File: config.mk
export PLATFORM = sky130hd
export DESIGN_NAME = rr_stream_arbiter
export DESIGN_NICKNAME = d
export VERILOG_FILES = /design/src/rtl/rr_stream_arbiter.sv
export SDC_FILE = /design/constraint.sdc
export NUM_CORES = 1
export LEC_CHECK = 0
export ABC_CLOCK_PERIOD_IN_PS = 5160
export BUFFER_PORTS_ARGS = -buffer_cell sky130_fd_sc_hd__buf_2
export CAP_MARGIN = 30
export CORE_MARGIN = 2
export CORE_UTILIZATION = 37
export DETAILED_ROUTE_END_ITERATION = 6
export GPL_TIMING_DRIVEN = 0
export MAX_ROUTING_LAYER = met4
export PLACE_DENSITY = 0.86
export SKIP_CTS_REPAIR_TIMING = 1
export SYNTH_ARGS = -nofsm -noshare
export SYNTH_HDL_FRONTEND = slang
export SYNTH_SLANG_ARGS = --single-unit
File: constraint.sdc
create_clock -name clk -period 5.16 [get_ports clk]
set_clock_uncertainty 0.15 [all_clocks]
set_input_delay 0.258 -clock clk [delete_from_list [all_inputs] [get_ports clk]]
set_output_delay 0.258 -clock clk [all_outputs]
set_load 0.05 [all_outputs]
File: src/rtl/rr_stream_arbiter.sv
// rtl/rr_stream_arbiter.sv - N-to-1 round-robin valid/ready arbiter with a registered output slot
module rr_stream_arbiter #(
    parameter int WIDTH = 32,
    parameter int N = 4,
    localparam int IDW = $clog2(N)
) (
    input  logic                 clk,
    input  logic                 rst,
    input  logic [N*WIDTH-1:0]   data_in,
    input  logic [N-1:0]         valid_up_in,
    output logic [N-1:0]         ready_up_out,
    output logic [WIDTH-1:0]     data_out,
    output logic                 valid_down_out,
    input  logic                 ready_down_in,
    output logic [IDW-1:0]       grant_id_out
);

    // Output slot and rotating priority pointer
    logic [WIDTH-1:0] r_data;
    logic             r_valid;
    logic [IDW-1:0]   r_grant;
    logic [IDW-1:0]   r_ptr;

    logic             w_can_load;
    logic             w_found;
    logic [IDW-1:0]   w_winner;
    logic [WIDTH-1:0] w_win_data;
    logic             w_up_xfer;
    logic             w_down_xfer;

    // Index reached by stepping 'step' places past 'base', wrapping at N.
    // Works for any N, not only powers of two.
    function automatic logic [IDW-1:0] f_wrap_idx(input logic [IDW-1:0] base, input int step);
        int s;
        s = int'(base) + step;
        if (s >= N) begin
            s = s - N;
        end
        return s[IDW-1:0];
    endfunction

    // The slot can accept a word when empty or when it drains this cycle
    always_comb begin
        w_can_load = !r_valid || ready_down_in;
    end

    // Scan from the farthest offset back to ptr+1 so the nearest valid requester wins
    always_comb begin
        w_found  = 1'b0;
        w_winner = '0;
        for (int k = N; k >= 1; k--) begin
            if (valid_up_in[f_wrap_idx(r_ptr, k)]) begin
                w_found  = 1'b1;
                w_winner = f_wrap_idx(r_ptr, k);
            end
        end
    end

    // Select the winning lane's data word
    always_comb begin
        w_win_data = data_in[int'(w_winner)*WIDTH +: WIDTH];
    end

    // Ready goes only to the winner; held low while reset is asserted
    always_comb begin
        ready_up_out = '0;
        if (w_found && !rst) begin
            ready_up_out[w_winner] = w_can_load;
        end
    end

    // Transfer strobes; winner existence already implies its valid is high
    always_comb begin
        w_up_xfer   = w_found && w_can_load;
        w_down_xfer = r_valid && ready_down_in;
    end

    // Slot load/drain and pointer update; ptr moves only on an accepted word
    always_ff @(posedge clk or posedge rst) begin
        if (rst) begin
            r_data  <= '0;
            r_valid <= 1'b0;
            r_grant <= '0;
            r_ptr   <= IDW'(N - 1);
        end else begin
            if (w_up_xfer) begin
                r_data  <= w_win_data;
                r_valid <= 1'b1;
                r_grant <= w_winner;
                r_ptr   <= w_winner;
            end else if (w_down_xfer) begin
                r_valid <= 1'b0;
            end
        end
    end

    assign data_out       = r_data;
    assign valid_down_out = r_valid;
    assign grant_id_out   = r_grant;

endmodule

# Word-level counts from Yosys, hierarchy flattened
# Cells that the tools add are included.
# totals
ff_bits	37
in_bits	135
output_inout_bits	39
wordCells	57
# op_classes
addsub	8
magnitude_cmp	10
shifts	1
n_mux	25
bitwise	1
reduce_logical	8
# ops
operator	count
indexed part select 128 x 8 -> 32 bit	1
two-way mux 2 bit	8
less-than comparator 2 x 3 -> 1 bit (second input constant)	5
two-way mux 1 bit	11
>= comparator 3 bit (second input constant)	3
binary-select mux 1 bit (select 2 bit)	4
subtractor 2 x 1 -> 2 bit (second input constant)	4
adder 2 x 2 -> 3 bit (second input constant)	2
adder 2 x 3 -> 4 bit (second input constant)	1
bitwise AND 4 bit	1
>= comparator 4 x 3 -> 1 bit (second input constant)	1
logical AND 1 bit	4
two-way mux 4 bit	1
adder 2 x 1 -> 3 bit (second input constant)	1
demux 1 bit (select 2 bit)	1
>= comparator 2 x 1 -> 1 bit (second input constant)	1
logical NOT 1 bit	2
nonzero test 2 bit	1
logical OR 1 bit	1

# Depth between registers and ports, before layout
# logic_depth
depth_word	15
depth_mapped	8
depth_no_buf	5

# Least setup slack after synthesis
# No wires, ideal clock.
# synth_path
kind	reg2out
from	register r_ptr[0]
to	output ready_up_out[0]
arrival_time_ns	2.531
required_time_ns	4.752
path_slack_ns	2.221
stages_incl_launch_ff	6
path_buffers	1
path_cell_list	dfstp_2 > and3b_1 > o31ai_1 > nand2_1 > buf_2 > nor3b_1
# synth_between
elab_chain_len	15
# synth_lines
element	line	text
from (decl)	22	logic [IDW-1:0] r_ptr;
from (signal assigned)	84	r_ptr <= IDW'(N - 1);
from (signal assigned)	90	r_ptr <= w_winner;
adder 2 x 3 -> 4 bit	35	s = int'(base) + step;
>= comparator 4 x 3 -> 1 bit / subtractor 2 x 1 -> 2 bit (equally long branches)	36, 37	
two-way mux 2 bit	36	if (s >= N) begin
binary-select mux 1 bit (select 2 bit)	52	if (valid_up_in[f_wrap_idx(r_ptr, k)]) begin
two-way mux 1 bit (implied by the code)	52	
two-way mux 2 bit (4 in series)	52	
less-than comparator 2 x 3 -> 1 bit (implied by the code) / >= comparator 2 x 1 -> 1 bit (equally long branches)	68	ready_up_out[w_winner] = w_can_load;
logical AND 1 bit (implied by the code)	68	
two-way mux 1 bit (implied by the code)	68	
demux 1 bit (select 2 bit)	68	
bitwise AND 4 bit (no source line)	-	
two-way mux 4 bit (*)	67	if (w_found && !rst) begin
to (decl)	11	output logic [N-1:0] ready_up_out,
# Every way passes the cells marked *; elsewhere a longest branch is shown, timed or not. The select of a mux whose other input is x is not followed.

# Worst setup path in the final report
# Same ends and word-level chain as after synthesis.

==> impl_metrics.env <==
export IMPL_p_leak_nw=1.86
export IMPL_combPwrFrac_pct=54.2
export IMPL_htree_levels=2
export IMPL_drive_above_1_share_pct=50.4
export IMPL_tritoncts="yes"
export IMPL_synth_top_area_cell="dfrtp_1"
export IMPL_critPathRequiredTime_ns=4.75
export IMPL_synth_area_sq_um=2310
export IMPL_period_share_pct=55.2
export IMPL_syn2layout_area_growth_pct=45.1
export IMPL_holdWs_ns=-0.00216
export IMPL_synth_main_ff_cell="dfrtp_1"
export IMPL_die_h_microns=83.1
export IMPL_setup_worst_path_class="flip-flop to output pin"
export IMPL_grt_pass1_wl_microns=11700
export IMPL_start_kind="flip-flop"
export IMPL_dp_hpwl_microns=5740
export IMPL_core_area_sq_um=5990
export IMPL_cp_max_fo=10
export IMPL_crit_start="r_ptr[0]"
export IMPL_gr_total_overflow=0
export IMPL_gp_congestion=0.775
export IMPL_drt_pass1_iterations=4
export IMPL_ir_worst_vdd_uv=245
export IMPL_seq_power_share_pct=31.0
export IMPL_crit_chain="and3b_1, o31ai_1, nand2_1, buf_2, nor3b_1, buf_2"
export IMPL_ys_seq_elements=37
export IMPL_max_freq_ghz=0.351
export IMPL_synthesis_nets=355
export IMPL_die_area_sq_um=6900
export IMPL_grt_max_degree=39
export IMPL_wire_per_inst_microns=15.2
export IMPL_drc=0
export IMPL_grt_pass1_vias=2512
export IMPL_relSlewSlack_pct=48.0
export IMPL_outcome="finished, violations left"
export IMPL_p_switching_mw=0.629
export IMPL_r2r_start="r_ptr[1]"
export IMPL_synth_most_common_cell="mux2i_1"
export IMPL_setup_tns_ns=0
export IMPL_synth_cells=220
export IMPL_ys_seq_area_share_pct=40.1
export IMPL_clock_path_buffers=2
export IMPL_switching_share_pct=47.4
export IMPL_synthArstFlopShare_pct=100
export IMPL_io_buffers=173
export IMPL_ioPinCount=174
export IMPL_yosysTopAreaCellShare_pct=37.9
export IMPL_setup_viol=0
export IMPL_max_stage_delay_ns=0.56
export IMPL_synth_area_per_cell_sq_um=10.5
export IMPL_tightest_slew_ns=0.778
export IMPL_synth_enable_flop_cells=0
export IMPL_clk_pin_slew_ns=0.08
export IMPL_start_util_pct=38.6
export IMPL_ys_warn_count=0
export IMPL_synth_cell_types=32
export IMPL_rows=28
export IMPL_drtAntennaViolNets=0
export IMPL_intPower_mw=0.698
export IMPL_antenna_found_initial=0
export IMPL_fin_crit_ns=2.85
export IMPL_nNetsFinal=535
export IMPL_cts_sinks=37
export IMPL_ys_top_cells_by_area="dfrtp_1, mux2i_1, o221ai_1"
export IMPL_stdcell_area_sq_um=3360
export IMPL_fp_dieW_microns=83.1
export IMPL_reg2reg_slack_ns=2.90
export IMPL_synth_commonest_cells="mux2i_1, nand2_1, dfrtp_1"
export IMPL_end_kind="output pin"
export IMPL_wl_microns=7230
export IMPL_cpMostUsedCell="buf_2"
export IMPL_placedInstanceArea_sq_um=3270
export IMPL_min_path_type="primary input to async pin"
export IMPL_n_antenna_cell=0
export IMPL_vias=2485
export IMPL_cp_arrival_ns=2.44
export IMPL_r2r_cells=8
export IMPL_pwr_share_clk_pct=14.7
export IMPL_violations="hold timing"
export IMPL_total_power_mw=1.33
export IMPL_crit_path_top_delay_cell="dfstp_2"
export IMPL_slew_viol_final=0
export IMPL_drv_cap=0
export IMPL_p_per_area_nw_per_um2=395
export IMPL_hold_violations=4
export IMPL_rsz0062_at_grt="false"
export IMPL_drt_iter0_drc=62
export IMPL_avgViaCountPerCell=5.22
export IMPL_post_route_util_pct=56.0
export IMPL_gr_usage_all_layers_pct=21.4
export IMPL_root_buffer="clkbuf_8"
export IMPL_clock_latency_ns=0.28
export IMPL_cts_buffers=5
export IMPL_worstReg2RegEnd="data_out[9]"
-- final cells by class --
class | instances | area (sq um)
flip-flops and latches | 37 | 928
clock buffers | 6 | 72.6
clock inverters | 2 | 10.0
repair buffers | 173 | 866
fillers | 544 | 2640
multi-input cells | 162 | 1240
inverters | 2 | 7.51
well taps | 75 | 93.8
plain buffers | 19 | 141
-- sequential cells by signal, summed over array words and instances, names as in the netlist --
register	cells
r_ptr	2
data_out	32
valid_down_out	1
grant_id_out	2
-- metrics by stage --
| step | setup WS (ns) | std cells |
|---|---|---|
| after CTS | 2.29 | 476 |
| after global routing | 2.10 | 476 |
| after floorplan | 2.22 | 220 |
| after detailed placement | 2.62 | 468 |
| final | 2.31 | 476 |
| after global placement | 2.68 | 468 |
-- cells by family (layout without fill, tap and decap cells) --
family | count (synthesis) | count (layout) | share of synthesized area [%]
flip-flops | 37 | 37 | 40.1
AND/OR/NAND/NOR | 56 | 56 | 10.9
AO/OA/AOI/OAI | 42 | 42 | 14.9
buffers and inverters | 21 | 202 | 6.44
multiplexers | 64 | 64 | 27.7
-- placed cells by master (no fill, tap or decap), types with 2 or more instances in the layout --
cell type  Yosys  final
buf_2          4    177
mux2i_1       64     64
nand2_1       40     40
dfrtp_1       35     35
o221ai_1      31     31
buf_4          8      8
clkbuf_1       4      5
clkbuf_8       0      5
a21oi_1        4      4
nor2_1         3      3
nor3b_1        2      2
nor3_1         2      2
clkinv_2       0      2
dfstp_2        2      2
-- critical path: cells and delay by family (launching register included) --
| kind | cells | cell delay [ns] |
|---|---|---|
| AOI/OAI and AO/OA | 1 | 0.36 |
| and+or+nand+nor | 3 | 0.66 |
| buffers and inverters | 2 | 0.57 |
| DFF | 1 | 0.56 |
-- per-layer routing --
layer	global-route usage (%)	routed length [microns]	vias up
li1	-	-	1188
met1	23.3	2690	1159
met2	38.0	3850	122
met3	5.67	554	16
met4	6.56	138	0
met5	-	0	-
-- power groups by stage --
stage / clock, mW / combinational, mW / sequential, mW
2_1_floorplan: 0 / 0.270 / 0.672
3_3_place_gp: 0 / 0.710 / 0.413
3_5_place_dp: 0 / 0.729 / 0.415
4_1_cts: 0.201 / 0.727 / 0.412
5_1_grt: 0.216 / 0.766 / 0.422
6_report: 0.195 / 0.720 / 0.412
-- worst max-delay path by stage --
| stage | to | cells after the start | slack (ns) |
|---|---|---|---|
| global placement | ready_up_out[0] | 6 | 2.68 |
| CTS | ready_up_out[0] | 6 | 2.29 |
| finish | ready_up_out[0] | 6 | 2.31 |
| global route | ready_up_out[0] | 6 | 2.10 |
| detailed placement | ready_up_out[0] | 6 | 2.62 |
| floorplan | ready_up_out[0] | 5 | 2.22 |
(Power assumes the default switching activity.)
